<file path="config.mk">
export PLATFORM = sky130hd
export DESIGN_NAME = irs_wilkinson_monitor_multi
export DESIGN_NICKNAME = d
export VERILOG_FILES = /design/src/rtl/irs_wilkinson_monitor_multi.sv
export SDC_FILE = /design/constraint.sdc
export NUM_CORES = 1
export LEC_CHECK = 0
export CAP_MARGIN = 0
export CORE_MARGIN = 2
export CORE_UTILIZATION = 57
export DETAILED_ROUTE_END_ITERATION = 12
export PLACE_DENSITY = 0.81
export RECOVER_POWER = 50
export SLEW_MARGIN = 5
export SYNTH_ARGS = -nofsm -noshare
export SYNTH_HDL_FRONTEND = slang
export SYNTH_SLANG_ARGS = --single-unit
</file>
<file path="constraint.sdc">
create_clock -name clk_i -period 2.74 [get_ports clk_i]
set_input_delay 0.274 -clock clk_i [delete_from_list [all_inputs] [get_ports clk_i]]
set_output_delay 0.274 -clock clk_i [all_outputs]
set_load 0.05 [all_outputs]
</file>
<file path="src/rtl/irs_wilkinson_monitor_multi.sv">
// Multi-channel IRS Wilkinson test-counter monitor: one shared sequencer counts
// TSTOUT rising edges per channel over a fixed window and latches counts/alarms.
module irs_wilkinson_monitor_multi #(
  parameter int NUM_CH       = 4,
  parameter int CNT_WIDTH    = 12,
  parameter int WINDOW       = 69636,
  parameter int WINDOW_WIDTH = 17,
  parameter int ARM_TIMEOUT  = 1024,
  parameter int IDLE_TICKS   = 16
) (
  input  logic                          clk_i,
  input  logic                          rst_n_i,
  input  logic                          enable_i,
  input  logic [NUM_CH-1:0]             present_i,
  input  logic                          is_init_i,
  input  logic                          KHz_clk_i,
  input  logic                          oneshot_i,
  input  logic                          trigger_i,
  input  logic [CNT_WIDTH-1:0]          low_thr_i,
  input  logic [CNT_WIDTH-1:0]          high_thr_i,
  input  logic [NUM_CH-1:0]             test_wilk_out_i,
  output logic [NUM_CH-1:0]             test_wilk_start_o,
  output logic [NUM_CH-1:0]             test_wilk_clear_o,
  output logic [NUM_CH*CNT_WIDTH-1:0]   count_o,
  output logic                          count_done_o,
  output logic [NUM_CH-1:0]             overflow_o,
  output logic [NUM_CH-1:0]             alarm_o,
  output logic                          timeout_o,
  output logic [3:0]                    state_o
);

  typedef enum logic [3:0] {
    S_OFF   = 4'd0,
    S_CLEAR = 4'd1,
    S_START = 4'd2,
    S_ARM   = 4'd3,
    S_COUNT = 4'd4,
    S_LATCH = 4'd5,
    S_DONE  = 4'd6,
    S_WAIT  = 4'd7
  } state_t;

  localparam int ARM_W  = $clog2(ARM_TIMEOUT + 1);
  localparam int TICK_W = $clog2(IDLE_TICKS + 1);
  localparam logic [WINDOW_WIDTH-1:0] WIN_LAST  = WINDOW_WIDTH'(WINDOW - 1);
  localparam logic [ARM_W-1:0]        ARM_LAST  = ARM_W'(ARM_TIMEOUT - 1);
  localparam logic [TICK_W-1:0]       TICK_LAST = TICK_W'(IDLE_TICKS - 1);
  localparam logic [CNT_WIDTH-1:0]    CNT_MAX   = '1;

  state_t                   r_state;
  state_t                   w_next;
  logic [NUM_CH-1:0]        r_sync1;
  logic [NUM_CH-1:0]        r_sync2;
  logic [NUM_CH-1:0]        r_sync3;
  logic [NUM_CH-1:0]        r_edge;
  logic [CNT_WIDTH-1:0]     r_cnt [NUM_CH];
  logic [NUM_CH-1:0]        r_ovf;
  logic [WINDOW_WIDTH-1:0]  r_win;
  logic [ARM_W-1:0]         r_arm;
  logic [TICK_W-1:0]        r_tick;
  logic                     r_first;
  logic                     r_tmo;
  logic                     r_en_d;
  logic [NUM_CH-1:0]        r_pres_d;
  logic [NUM_CH*CNT_WIDTH-1:0] r_count;
  logic [NUM_CH-1:0]        r_ovf_o;
  logic [NUM_CH-1:0]        r_alarm;
  logic                     r_timeout;

  logic                     w_active;
  logic                     w_armed;
  logic [CNT_WIDTH-1:0]     w_lcnt [NUM_CH];
  logic [NUM_CH-1:0]        w_alarm;
  logic [NUM_CH-1:0]        w_ovf;

  assign w_active = enable_i && (|present_i);
  assign w_armed  = |(r_sync2 & present_i);

  always_ff @(posedge clk_i or negedge rst_n_i) begin
    if (!rst_n_i) begin
      r_state <= S_OFF;
    end else begin
      r_state <= w_next;
    end
  end

  // Losing enable or every present bit aborts from any state.
  always_comb begin
    w_next = r_state;
    if (r_state != S_OFF && !w_active) begin
      w_next = S_OFF;
    end else begin
      case (r_state)
        S_OFF:   if (w_active && is_init_i) w_next = S_CLEAR;
        S_CLEAR: w_next = r_first ? S_START : S_WAIT;
        S_START: w_next = S_ARM;
        S_ARM: begin
          if (w_armed) w_next = S_COUNT;
          else if (r_arm == ARM_LAST) w_next = S_LATCH;
        end
        S_COUNT: if (r_win == WIN_LAST) w_next = S_LATCH;
        S_LATCH: w_next = S_DONE;
        S_DONE:  w_next = S_CLEAR;
        S_WAIT: begin
          if (oneshot_i) begin
            if (trigger_i) w_next = S_START;
          end else if (KHz_clk_i && r_tick == TICK_LAST) begin
            w_next = S_START;
          end
        end
        default: w_next = S_OFF;
      endcase
    end
  end

  always_ff @(posedge clk_i or negedge rst_n_i) begin
    if (!rst_n_i) begin
      r_sync1 <= '0;
      r_sync2 <= '0;
      r_sync3 <= '0;
      r_edge  <= '0;
    end else begin
      r_sync1 <= test_wilk_out_i;
      r_sync2 <= r_sync1;
      r_sync3 <= r_sync2;
      r_edge  <= r_sync2 & ~r_sync3;
    end
  end

  // Edge counters saturate at all-ones and flag the overflow until next START.
  always_ff @(posedge clk_i or negedge rst_n_i) begin
    if (!rst_n_i) begin
      for (int n = 0; n < NUM_CH; n++) r_cnt[n] <= '0;
      r_ovf <= '0;
    end else if (r_state == S_START) begin
      for (int n = 0; n < NUM_CH; n++) r_cnt[n] <= '0;
      r_ovf <= '0;
    end else if (r_state == S_COUNT) begin
      for (int n = 0; n < NUM_CH; n++) begin
        if (r_edge[n] && present_i[n]) begin
          if (r_cnt[n] == CNT_MAX) r_ovf[n] <= 1'b1;
          else r_cnt[n] <= r_cnt[n] + 1'b1;
        end
      end
    end
  end

  always_ff @(posedge clk_i or negedge rst_n_i) begin
    if (!rst_n_i) begin
      r_win    <= '0;
      r_arm    <= '0;
      r_tick   <= '0;
      r_first  <= 1'b0;
      r_tmo    <= 1'b0;
      r_en_d   <= 1'b0;
      r_pres_d <= '0;
    end else begin
      r_win    <= (r_state == S_COUNT) ? r_win + 1'b1 : '0;
      r_arm    <= (r_state == S_ARM) ? r_arm + 1'b1 : '0;
      r_en_d   <= enable_i;
      r_pres_d <= present_i;
      if (r_state != S_WAIT) r_tick <= '0;
      else if (!oneshot_i && KHz_clk_i) r_tick <= r_tick + 1'b1;
      if (w_next == S_OFF) r_first <= 1'b0;
      else if (r_state == S_OFF && w_next == S_CLEAR) r_first <= 1'b1;
      else if (r_state == S_CLEAR) r_first <= 1'b0;
      if (r_state == S_START) r_tmo <= 1'b0;
      else if (r_state == S_ARM && w_next == S_LATCH) r_tmo <= 1'b1;
    end
  end

  // A timed-out or non-present channel reports a zero count.
  always_comb begin
    w_alarm = '0;
    w_ovf   = '0;
    for (int n = 0; n < NUM_CH; n++) begin
      w_lcnt[n]  = (present_i[n] && !r_tmo) ? r_cnt[n] : '0;
      w_alarm[n] = present_i[n] && ((w_lcnt[n] < low_thr_i) || (w_lcnt[n] > high_thr_i));
      w_ovf[n]   = present_i[n] && !r_tmo && r_ovf[n];
    end
  end

  always_ff @(posedge clk_i or negedge rst_n_i) begin
    if (!rst_n_i) begin
      r_count   <= '0;
      r_ovf_o   <= '0;
      r_alarm   <= '0;
      r_timeout <= 1'b0;
    end else if (r_state == S_LATCH) begin
      for (int n = 0; n < NUM_CH; n++) r_count[n*CNT_WIDTH +: CNT_WIDTH] <= w_lcnt[n];
      r_ovf_o   <= w_ovf;
      r_alarm   <= w_alarm;
      r_timeout <= r_tmo;
    end
  end

  assign test_wilk_start_o = (r_state == S_START) ? present_i : '0;
  assign test_wilk_clear_o = ((r_state == S_CLEAR) ? present_i : '0) |
                             ((r_en_d && !enable_i) ? r_pres_d : '0);
  assign count_done_o = (r_state == S_DONE);
  assign count_o      = r_count;
  assign overflow_o   = r_ovf_o;
  assign alarm_o      = r_alarm;
  assign timeout_o    = r_timeout;
  assign state_o      = r_state;

endmodule

</file>
### Word-level counts from Yosys, hierarchy flattened

Cells that the tools add are included.

* magnitude comparators: 8
* reductions and logical operators: 57
* shifts and indexed selects: 0
* eq/ne operators: 21
* div/mod/pow operators: 0
* add/sub/neg operators: 7
* bitwise operators: 4
* muxes and demuxes: 46
* multipliers: 0

Operators with widths (number)
* two-way mux 12 bit: 12
* two-way mux 48 bit: 2
* two-way mux 4 bit: 13
* adder 12 x 1 -> 12 bit, second input constant: 4
* == test 12 bit, second input constant: 4
* greater-than comparator 12 bit: 4
* < comparator 12 bit: 4
* one-hot mux 4 bit (8 select lines): 1
* logical AND 1 bit: 24
* AND reduction 3 bit: 8
* nonzero test 2 bit: 11
* == test 4 x 3 -> 1 bit, second input constant: 5
* adder 17 x 1 -> 17 bit, second input constant: 1
* == test 17 bit, second input constant: 1
* two-way mux 17 bit: 1
* two-way mux 1 bit: 13
* adder 11 x 1 -> 11 bit, second input constant: 1
* == test 11 x 10 -> 1 bit, second input constant: 1
* two-way mux 11 bit: 1
* two-way mux 5 bit: 2
* bitwise AND 4 bit: 2
* == test 4 x 1 -> 1 bit, second input constant: 2
* == test 4 x 2 -> 1 bit, second input constant: 2
* logical NOT 4 bit: 2
* 12 further kinds: 22

* bits in registers: 169
* memory bits (writable): 0
* input port bits: 39
* memory bits (read-only): 0
* word-level logic and storage cells: 167
* memories kept: 0
* output and inout port bits: 70
* bits in latches: 0

### Longest topological paths before layout

Gate-level depths: netlist of the first run.

* word-level depth: 10
* depth in mapped cells: 10
* mapped depth without buffers: 9

### Worst setup path before layout of the first run

OpenSTA, ideal clock, no wires.

* kind: reg2reg
* from: register r_tmo
* to: register r_alarm[2] (netlist: alarm_o[2])
* required time: 2673 ps
* path buffers: 1
* period minus slack after synthesis: 2273 ps
* library setup time: 67 ps
* setup slack: 467 ps
* cell stages (with the launch flop): 11
* arrival time: 2206 ps
* cells stage by stage: dfrtp_1 nor2b_1 clkbuf_1 and2_1 ha_1 a21o_1 a21o_1 a21oi_1 nor2_1 a2111oi_0 a221o_1

RTL lines
* start: declaration: RTL line 62 `logic r_tmo;`
* start signal: assignment: RTL line 154 `r_tmo <= 1'b0;`
* start signal: assignment: RTL line 167 `if (r_state == S_START) r_tmo <= 1'b0;`
* start signal: assignment: RTL line 168 `else if (r_state == S_ARM && w_next == S_LATCH) r_tmo <= 1'b1;`
* end signal: assignment: RTL line 192 `r_alarm <= w_alarm;`
* end: declaration: RTL line 67 `logic [NUM_CH-1:0] r_alarm;`

### Final worst setup path of the first run

* from: register r_state[3] (netlist: state_o[3])
* to: output count_done_o

* cells in the longest elaborated chain, start to end: 1

Ends and longest elaborated chain
* start: declaration: RTL line 50 `state_t r_state;`
* start signal: assignment: RTL line 83 `r_state <= w_next;`
* == test 4 x 3 -> 1 bit: RTL line 200 `assign count_done_o = (r_state == S_DONE);`
* end: declaration: RTL line 25 `output logic count_done_o,`

No other way between the ends.

==> metrics, run 1 <==
fin crit share=93.75%; Synth cell types=66; CP Launch Type=register; Setup TNS=0 ns; clock sinks=169; Non-Filler Instances=1,336; max_cap viols=0; Cells after Synth=961; Worst-Margin Slew=1.483 ns; max frequency=389.3 MHz; Seq/Total Area, Yosys=43.49%; Post-CTS Hold Fix Bufs=1; Placed Area=11,340 um^2; Yosys top cell area share=43.49%; area grow syn2layout=22.59%; top cells by area, synth=dfrtp_1, ha_1, mux2_2; DPL Wire Length=18,030 um; Antenna Violating Nets Remaining=0; Pleak=5.604 nW; Pwr Density=484.4 nW/um^2; largest net degree at the start of global routing=62; Critical Path End Type=output port; Setup-failing EPs final=0; EDFF count, synth=0; Congestion Overflow GR=0; Worst-Skew Late Latency=0.43 ns; CP required=2.47 ns; most used flip-flop cell after synthesis=dfrtp_1; Final #Nets=1,242; CP Max Fanout=10; maximum clock path buffer count=2; placed cells=1,303; net count after synthesis=1,100; vias in the first global route=7,802; first-pass GRT wire length=40,130 um; Hold Violations, Final=0; worst min path class=reg -> reg; Diodes inserted=0; post-route cell area=11,920 um^2; register bit total from synthesis=169; Yosys top cell by area=dfrtp_1; initial antenna violation count=0; H-tree levels=4; routability cong.=0.8808; Worst Clk Skew=0.009444 ns; worst path arrival time=2.29 ns; Crit Path Category=reg -> out; DRC violations left=0; unrepaired setup endpoints after global routing=no; fin crit period=2.569 ns; width of the die=134.6 um; via density per instance=5.909; Tot GR Track Use=28.64%; DRT Wirelength=24,920 um; Async SR Flop Fraction=100.0%; Site Rows=47; drt pass-1 iters=7; Slew Viols, Final=0; starting density of the core=58.43%; CTS tree=built; Die Ht=134.6 um; CTS clk-pin slew, worst paths=0.06 ns; post-detailed-route wirelength per cell=18.65 um; Syn Area/Cell=10.12 um^2; I/O pins=109; Power, Total=5.775 mW; total CTS buffers=17; Peak VDD IR=0.0004175 V; setup bufs post-CTS=0; Placeable Area=16,640 um^2; initial drt markers=704; root buf cell=clkbuf_16; die area=18,120 um^2; synthesized cell area=9724 um^2; Rel. slew slack=1.106%; IO Port Bufs=108; synth warn=0; post-cts sizing count=0; status=finished clean; DR vias=7,894; share of layout cells above drive strength 1=12.01%
-- sequential cells by signal, indices dropped and copies added, names as in the netlist --
signal / count
state_o: 4
alarm_o: 4
r_sync3: 4
r_cnt: 48
r_edge: 4
r_tmo: 1
count_o: 48
r_tick: 5
overflow_o: 4
r_first: 1
r_sync1: 4
r_sync2: 4
timeout_o: 1
r_arm: 11
r_pres_d: 4
r_ovf: 4
r_en_d: 1
r_win: 17
-- layout make-up --
cell class                      instances  area (um^2)
Tap cell                              220        275.3
Sequential cell                       169         4229
Clock inverter                         11        142.6
Timing Repair Buffer                  150         1423
Fill cell                            1196         4721
Inverter                               31        116.4
Clock buffer                           21        470.5
Multi-Input combinational cell        734         5265
-- Yosys cell counts, drive strengths merged (18+ instances only) --
master,count
dfrtp,169
nand3,42
nand4,34
nor2b,18
nor2,88
and2,51
mux2,44
xnor2,21
inv,31
ha,100
a21oi,55
o21ai,35
clkbuf,18
xor2,35
nand2,71
-- layout by cell type (no fill, tap or decap), types with 8 or more instances in the layout --
cell type / count
a21oi_1: 55
ha_1: 100
a21o_1: 10
nand3_1: 42
xnor2_1: 21
xor2_1: 35
buf_4: 34
inv_1: 31
nand4_1: 33
and2_1: 51
o21ai_0: 34
mux2_2: 44
clkbuf_16: 17
and3_1: 11
dfrtp_1: 169
a211oi_1: 8
nor2_1: 86
nand2_1: 70
or3_1: 14
clkdlybuf4s50_1: 94
nor2b_1: 18
nor3_1: 14
-- per-stage QoR --
step / util (%) / setup WS (ns) / hold WS, ns
after global placement: 68.16 / 0.07122 / 0.2844
after detailed placement: 68.16 / -0.04326 / 0.2888
final: 71.63 / 0.1712 / 0.3478
after global routing: 71.63 / 0.05449 / 0.3669
after CTS: 71.90 / 0.1601 / 0.2614
after floorplan: - / 0.4673 / -0.02159
-- worst paths after layout --
path / to / depth (start not counted) / from / slack, ns
worst min register to register: r_sync2[2]$_DFF_PN0_ / 0 / r_sync1[2]$_DFF_PN0_ / 0.35
min in group asynchronous: r_arm[2]$_DFF_PN0_ / 2 / rst_n_i / 0.74
max in group asynchronous: count_o[19]$_DFFE_PN0P_ / 3 / rst_n_i / 0.47
worst max-delay path: count_done_o / 4 / state_o[3]$_DFF_PN0_ / 0.17
worst min-delay path: r_sync2[2]$_DFF_PN0_ / 0 / r_sync1[2]$_DFF_PN0_ / 0.35
worst max register to register: alarm_o[2]$_DFFE_PN0P_ / 10 / r_tmo$_DFFE_PN0P_ / 0.22
-- per-layer routing --
layer	up-vias	GRT usage, %	routed length, um
met5	-	0	0
met2	285	45.89	11750
met3	53	6.306	1942
met4	0	10.18	603
met1	3833	38.69	10630
li1	3723	-	-
-- logic make-up (layout without fill, tap and decap cells) --
logic type               after synthesis  in the layout  share of synthesized area [%]
AO/OA/AOI/OAI                        155            155                          10.42
XOR/XNOR                              56             56                          5.044
adder cells (fa/ha/maj)              100            100                          12.87
buffers and inverters                 58            213                          2.445
other                                  1              1                        0.03856
multiplexers                          47             47                          5.404
AND/OR/NAND/NOR                      375            375                          20.29
flip-flops                           169            169                          43.49
-- report_power, final --
group          leakage (nW)  switching, mW  internal (mW)
sequential             2.25         0.0714           2.56
combinational          3.06          0.373          0.253
clock                 0.299           1.01           1.50
total                  5.60           1.45           4.32
-- worst max-delay path, cell delays in order (launching register included) --
cell             delay [ns]
dfrtp_1                0.42
buf_4                  0.20
nand2b_1               0.25
nor2_1                 0.17
clkdlybuf4s50_1        0.82
(Power assumes the default switching activity.)
==> run 2: changes to the inputs <==
ABC_CLOCK_PERIOD_IN_PS = 2740   (was not set)
CTS_CLUSTER_SIZE = 16   (was not set)
==> results of run 2 <==
Same layout as run 1: the final DEF is identical, and so are final timing and power.
==> run 3: changes to the inputs <==
TNS_END_PERCENT = 100   (was not set)
==> results of run 3 <==
Same layout as run 1: the final DEF is identical, and so are final timing and power.
